===== config.mk =====
export PLATFORM = sky130hd
export DESIGN_NAME = mult_pipe
export DESIGN_NICKNAME = d
export VERILOG_FILES = /design/src/rtl/mult_pipe_pkg.sv /design/src/rtl/mult_pipe_postproc.sv /design/src/rtl/mult_pipe.sv
export SDC_FILE = /design/constraint.sdc
export NUM_CORES = 2
export LEC_CHECK = 0
export BUFFER_PORTS_ARGS = -buffer_cell sky130_fd_sc_hd__clkbuf_2
export CORE_ASPECT_RATIO = 1.25
export CORE_MARGIN = 5
export CORE_UTILIZATION = 65
export DETAILED_ROUTE_END_ITERATION = 10
export HOLD_SLACK_MARGIN = 0.08
export PLACE_DENSITY = 0.87
export SKIP_LAST_GASP = 1
export SYNTH_ARGS = -nofsm -noshare
export SYNTH_HDL_FRONTEND = slang
export SYNTH_HIERARCHICAL = 1
export SYNTH_SLANG_ARGS = --single-unit

===== constraint.sdc =====
create_clock -name clk -period 23.6 [get_ports clk]
set_input_delay 4.72 -clock clk [delete_from_list [all_inputs] [get_ports clk]]
set_output_delay 4.72 -clock clk [all_outputs]
set_load 0.05 [all_outputs]

===== src/rtl/mult_pipe_pkg.sv =====
// Shared constants and helpers for the elastic fixed-point multiplier.
// Latency bounds and the stage that registers the post-processed result.
package mult_pipe_pkg;

  localparam int LAT_MIN = 1;
  localparam int LAT_MAX = 4;

  // Stages past the result stage are pure delay; stages before it hold operands/product.
  function automatic int result_stage(input int latency);
    return (latency >= 3) ? 3 : latency;
  endfunction

endpackage


===== src/rtl/mult_pipe_postproc.sv =====
// Product post-processing: floor shift, slice to BW_OUT, wrap or clamp, overflow flag.
// Purely combinational; no handshake of its own.
module mult_postproc #(
  parameter int BW_BUF = 64,
  parameter int SHIFT  = 0,
  parameter int SAT    = 0,
  parameter int BW_OUT = 32
) (
  input  logic [BW_BUF-1:0] prod,
  input  logic              sgn,
  output logic [BW_OUT-1:0] res,
  output logic              ovf
);

  localparam int BW_R = BW_BUF - SHIFT;
  localparam logic [BW_OUT-1:0] MAX_S = {1'b0, {(BW_OUT-1){1'b1}}};
  localparam logic [BW_OUT-1:0] MIN_S = {1'b1, {(BW_OUT-1){1'b0}}};
  localparam logic [BW_OUT-1:0] MAX_U = '1;

  logic signed [BW_BUF-1:0] sh_s;
  logic        [BW_BUF-1:0] sh_u;
  logic        [BW_BUF-1:0] r;

  // Separate shifts so the signed one stays arithmetic (floor) regardless of the mux.
  assign sh_s = $signed(prod) >>> SHIFT;
  assign sh_u = prod >> SHIFT;
  assign r    = sgn ? sh_s : sh_u;

  generate
    if (BW_OUT >= BW_R) begin : g_fit
      assign res = sgn ? BW_OUT'($signed(r)) : BW_OUT'(r);
      assign ovf = 1'b0;
    end else begin : g_slice
      logic [BW_BUF-BW_OUT:0] top;
      logic                   lost;

      // Dropped MSBs plus out's MSB must all agree for a signed result to be intact.
      assign top  = r[BW_BUF-1:BW_OUT-1];
      assign lost = sgn ? !((&top) || !(|top)) : (|top[BW_BUF-BW_OUT:1]);
      assign ovf  = lost;

      always_comb begin
        res = r[BW_OUT-1:0];
        if ((SAT != 0) && lost) begin
          res = sgn ? (r[BW_BUF-1] ? MIN_S : MAX_S) : MAX_U;
        end
      end
    end
  endgenerate

endmodule


===== src/rtl/mult_pipe.sv =====
// Elastic pipelined multiplier with per-operand signedness, LSB drop and wrap/saturate output.
// LATENCY register stages, 1 result/cycle; any empty stage fills while downstream stalls.
module mult_pipe
  import mult_pipe_pkg::*;
#(
  parameter int BW_INPUT0 = 32,
  parameter int BW_INPUT1 = 32,
  parameter int SIGNED0   = 0,
  parameter int SIGNED1   = 0,
  parameter int BW_OUT    = 32,
  parameter int SHIFT     = 0,
  parameter int SAT       = 0,
  parameter int LATENCY   = 2
) (
  input  logic                 clk,
  input  logic                 rst,
  input  logic                 in_valid,
  output logic                 in_ready,
  input  logic [BW_INPUT0-1:0] in0,
  input  logic [BW_INPUT1-1:0] in1,
  output logic                 out_valid,
  input  logic                 out_ready,
  output logic [BW_OUT-1:0]    out,
  output logic                 out_ovf
);

  localparam int   BW_BUF  = BW_INPUT0 + BW_INPUT1;
  localparam int   RES_STG = result_stage(LATENCY);
  localparam logic PSGN    = (SIGNED0 != 0) || (SIGNED1 != 0);

  generate
    if (LATENCY < LAT_MIN || LATENCY > LAT_MAX) begin : g_bad_latency
      $error("mult_pipe: LATENCY must be 1..4");
    end
    if (SHIFT < 0 || SHIFT >= BW_BUF) begin : g_bad_shift
      $error("mult_pipe: SHIFT must be below BW_INPUT0+BW_INPUT1");
    end
  endgenerate

  logic [LATENCY:1]   vld;
  logic [LATENCY:1]   vin;
  logic [LATENCY:1]   ld;
  logic [LATENCY+1:1] rdy;

  always_comb begin
    vin    = '0;
    vin[1] = in_valid;
    for (int i = 2; i <= LATENCY; i++) vin[i] = vld[i-1];
  end

  // A stage can load if any stage from it to the output is empty, or the consumer takes the head.
  always_comb begin
    rdy = '0;
    for (int i = 1; i <= LATENCY + 1; i++) begin
      rdy[i] = out_ready;
      for (int j = i; j <= LATENCY; j++) begin
        if (!vld[j]) rdy[i] = 1'b1;
      end
    end
  end

  assign ld = vin & rdy[LATENCY:1];

  always_ff @(posedge clk) begin
    if (rst) begin
      vld <= '0;
    end else begin
      for (int i = 1; i <= LATENCY; i++) begin
        if (rdy[i]) vld[i] <= vin[i];
      end
    end
  end

  logic [BW_INPUT0-1:0] m_a;
  logic [BW_INPUT1-1:0] m_b;

  generate
    if (LATENCY == 1) begin : g_opr_comb
      assign m_a = in0;
      assign m_b = in1;
    end else begin : g_opr_reg
      logic [BW_INPUT0-1:0] a_q;
      logic [BW_INPUT1-1:0] b_q;
      always_ff @(posedge clk) begin
        if (rst) begin
          a_q <= '0;
          b_q <= '0;
        end else if (ld[1]) begin
          a_q <= in0;
          b_q <= in1;
        end
      end
      assign m_a = a_q;
      assign m_b = b_q;
    end
  endgenerate

  // One extra MSB per operand lets a single signed multiply cover every signedness mix.
  logic signed [BW_INPUT0:0]   a_x;
  logic signed [BW_INPUT1:0]   b_x;
  logic signed [BW_BUF-1:0]    a_w;
  logic signed [BW_BUF-1:0]    b_w;
  logic        [BW_BUF-1:0]    prod;
  logic        [BW_BUF-1:0]    pp_in;
  logic        [BW_OUT-1:0]    pp_res;
  logic                        pp_ovf;

  assign a_x  = {(SIGNED0 != 0) & m_a[BW_INPUT0-1], m_a};
  assign b_x  = {(SIGNED1 != 0) & m_b[BW_INPUT1-1], m_b};
  assign a_w  = BW_BUF'(a_x);
  assign b_w  = BW_BUF'(b_x);
  assign prod = a_w * b_w;

  generate
    if (LATENCY >= 3) begin : g_prod_reg
      logic [BW_BUF-1:0] p_q;
      always_ff @(posedge clk) begin
        if (rst)        p_q <= '0;
        else if (ld[2]) p_q <= prod;
      end
      assign pp_in = p_q;
    end else begin : g_prod_comb
      assign pp_in = prod;
    end
  endgenerate

  mult_postproc #(
    .BW_BUF (BW_BUF),
    .SHIFT  (SHIFT),
    .SAT    (SAT),
    .BW_OUT (BW_OUT)
  ) u_postproc (
    .prod (pp_in),
    .sgn  (PSGN),
    .res  (pp_res),
    .ovf  (pp_ovf)
  );

  logic [BW_OUT-1:0] res_q;
  logic              ovf_q;

  always_ff @(posedge clk) begin
    if (rst) begin
      res_q <= '0;
      ovf_q <= 1'b0;
    end else if (ld[RES_STG]) begin
      res_q <= pp_res;
      ovf_q <= pp_ovf;
    end
  end

  generate
    if (LATENCY == 4) begin : g_delay
      logic [BW_OUT-1:0] d_q;
      logic              d_ovf;
      always_ff @(posedge clk) begin
        if (rst) begin
          d_q   <= '0;
          d_ovf <= 1'b0;
        end else if (ld[4]) begin
          d_q   <= res_q;
          d_ovf <= ovf_q;
        end
      end
      assign out     = d_q;
      assign out_ovf = d_ovf;
    end else begin : g_no_delay
      assign out     = res_q;
      assign out_ovf = ovf_q;
    end
  endgenerate

  assign out_valid = vld[LATENCY];
  assign in_ready  = rdy[1];

endmodule

==> impl_metrics.tcl <==
set metrics [dict create \
    ant_nets 0 \
    synth_seq_cells 99 \
    num_vias 28614 \
    nFillCells 4362 \
    setup_viol 0 \
    via_per_inst 5.90 \
    worstHoldStart "out[31]" \
    gp_congestion 0.945 \
    clkPwrFrac_pct 14.0 \
    critPathLaunch "out_ready" \
    synthTopCellsByCount "fa_1 (896), inv_1 (871), nand2_1 (677)" \
    final_area_sq_um 38200 \
    coreArea_sq_um 56900 \
    antenna_found_initial 0 \
    finalClockSkew_ps 27.0 \
    die_x_um 224 \
    rows 98 \
    wl_um 99900 \
    timing.setup.tns_ps 0 \
    grt_overflow 0 \
    p_leak_nw 19.3 \
    hold_buffers 0 \
    crit_type "in2out" \
    ir_worst_vdd_v 0.0000353 \
    layout-drive-gt1-share_pct 5.22 \
    worstPathRequired_ps 18880 \
    clock_sinks 99 \
    seq_area_frac_synth_pct 5.33 \
    rr_startpoint "g_opr_reg.b_q[8]" \
    grt_use_total_pct 33.2 \
    cp-start-kind "input port" \
    fin_cells 4849 \
    period_minus_slack_ps 10260 \
    htreeDepth 3 \
    slew_headroom_pct 17.8 \
    clockBufferDepth 2 \
    synth_area_sq_um 37200 \
    drc 0 \
    cp.arrival_ps 5540 \
    rsz0062_at_grt "false" \
    cts_made_buffers 9 \
    slew_viol_final 0 \
    hold_viol_final 0 \
    placed_area_sq_um 37900 \
    post_cts_buffers 0 \
    holdWs_ps 455 \
    netlist_instances 4201 \
    die_y_um 277 \
    yosys.area.top_type "fa_1" \
    fmax_mhz 97.5 \
    yosysMostFrequentCell "fa_1" \
    yosysTopAreaCellShare_pct 48.2 \
    io_buffer_count 102 \
    dp_hpwl_um 77500 \
    first_pass_iters 6 \
    nNetsFinal 5321 \
    fin_crit_sh_pct 43.5 \
    place_inst 4833 \
    power_density_nw_per_um2 30.9 \
    grt_pass1_wl_um 163000 \
    start_util_pct 65.4 \
    synth_nets 5428 \
    endpoint_kind "output pin" \
    num_antenna_cells 0 \
    power_mw 1.18 \
    post_drt_wl_per_cell_um 20.6 \
    yosysWarnings 6 \
    ys_types 66 \
    worstPathMaxFanout 5 \
    grt_max_degree 67 \
    synth_area_leaders "fa_1 (48%), and2_1 (10%), ha_1 (8.8%)" \
    drv_cap 0 \
    synth-edff-count 0 \
    combPwrFrac_pct 69.5 \
    synthArstFlopShare_pct 0 \
    root_buffer "clkbuf_16" \
    internal_power_mw 0.543 \
    worstHoldPathType "reg2reg" \
    die-area_sq_um 62100 \
    insertion_delay_ps 410 \
    syn_avg_cell_area_sq_um 8.85 \
    status "finished clean" \
    switching_share_pct 54.0 \
    drt_first_iter_violations 1881 \
    seq_power_share_pct 16.5 \
    ys.flop_type "dfxtp_1" \
    grt_pass1_vias 32404 \
    cts_tree "yes" \
    area_growth_pct 2.83 \
    clk_pin_slew_ps 80 \
    tightest_slew_ps 1230 \
    pin_count 103 \
    cts_resized 0 \
    switchingPower_mw 0.638 \
]
==> routing by layer <==
| layer | GRT usage, % | vias up | wire length, um |
|---|---|---|---|
| li1 | - | 12059 | - |
| met1 | 35.4 | 14402 | 31400 |
| met2 | 58.9 | 1525 | 52100 |
| met3 | 4.99 | 628 | 6960 |
| met4 | 25.1 | 0 | 9430 |
| met5 | 0 | - | 0 |
==> final timing paths <==
| path | slack [ps] | end | depth (start not counted) |
|---|---|---|---|
| setup / recovery | 13340 | in_ready | 4 |
| hold / removal | 460 | out[31] | 2 |
| setup reg to reg | 14450 | out_ovf | 31 |
| hold reg to reg | 460 | out[31] | 2 |
==> cells in the final DEF (no fill, tap or decap), types with 3 or more instances in the layout <==
master and count:
nor2_1 33, dfxtp_2 5, nor2b_1 6, xor2_1 24, clkbuf_2 101, nand2b_1 6
and3_1 9, nand2_1 676, a31oi_1 9, a21oi_2 3, nor3_1 15, ha_1 263
or3_1 4, a21oi_1 176, nand4_1 28, xnor2_1 36, dfxtp_1 94, inv_1 871
a21o_1 26, fa_1 896, o21ai_0 38, inv_6 3, and2_1 602, a211oi_2 3
buf_4 63, nand3_1 11, o21ai_1 5, clkinv_8 4, o21bai_1 13, o21a_1 5
clkbuf_16 9, nor4_1 11
==> through the flow <==
step | setup slack [ps] | util (%)
after floorplan | 13600 | -
after global placement | 13380 | 66.7
after detailed placement | 13370 | 66.7
after CTS | 13360 | 67.2
after global routing | 13290 | 67.2
final | 13340 | 67.2
==> worst max-delay path, stage by stage <==
cell      delay, ps
clkbuf_2         80
nor2b_1         310
nand2_1         160
clkbuf_2        260
==> final cells by class <==
class | instances | area [sq um] | share of cell area [%]
clock buffers | 9 | 225 | 0.589
inverters | 871 | 3270 | 8.55
clock inverters | 7 | 91.3 | 0.239
well taps | 750 | 938 | 2.45
flip-flops and latches | 99 | 1990 | 5.20
repair buffers | 164 | 978 | 2.56
multi-input cells | 2949 | 30800 | 80.4
==> state kept, by name, summed over array words and instances (netlist names) <==
register / flops
g_opr_reg.b_q: 32
out: 32
g_opr_reg.a_q: 32
out_ovf: 1
vld: 2
==> power by group through the flow <==
| stage | Combinational (mW) | Sequential, mW | Clock [mW] |
|---|---|---|---|
| 3_3_place_gp | 0.784 | 0.197 | 0 |
| 6_report | 0.820 | 0.195 | 0.166 |
| 5_1_grt | 0.893 | 0.196 | 0.175 |
| 4_1_cts | 0.812 | 0.194 | 0.170 |
| 2_1_floorplan | 0.565 | 0.213 | 0 |
| 3_5_place_dp | 0.806 | 0.198 | 0 |
==> cell families after synthesis <==
group / count (synthesis) / synth area share, %
AND/OR/NAND/NOR: 1417 / 19.1
adder cells (fa/ha/maj): 1159 / 57.1
buffers and inverters: 1153 / 12.0
AO/OA/AOI/OAI: 312 / 5.12
flip-flops: 99 / 5.33
XOR/XNOR: 60 / 1.41
other: 1 / 0.0101
Note: power is estimated with default switching activity, not from simulation.
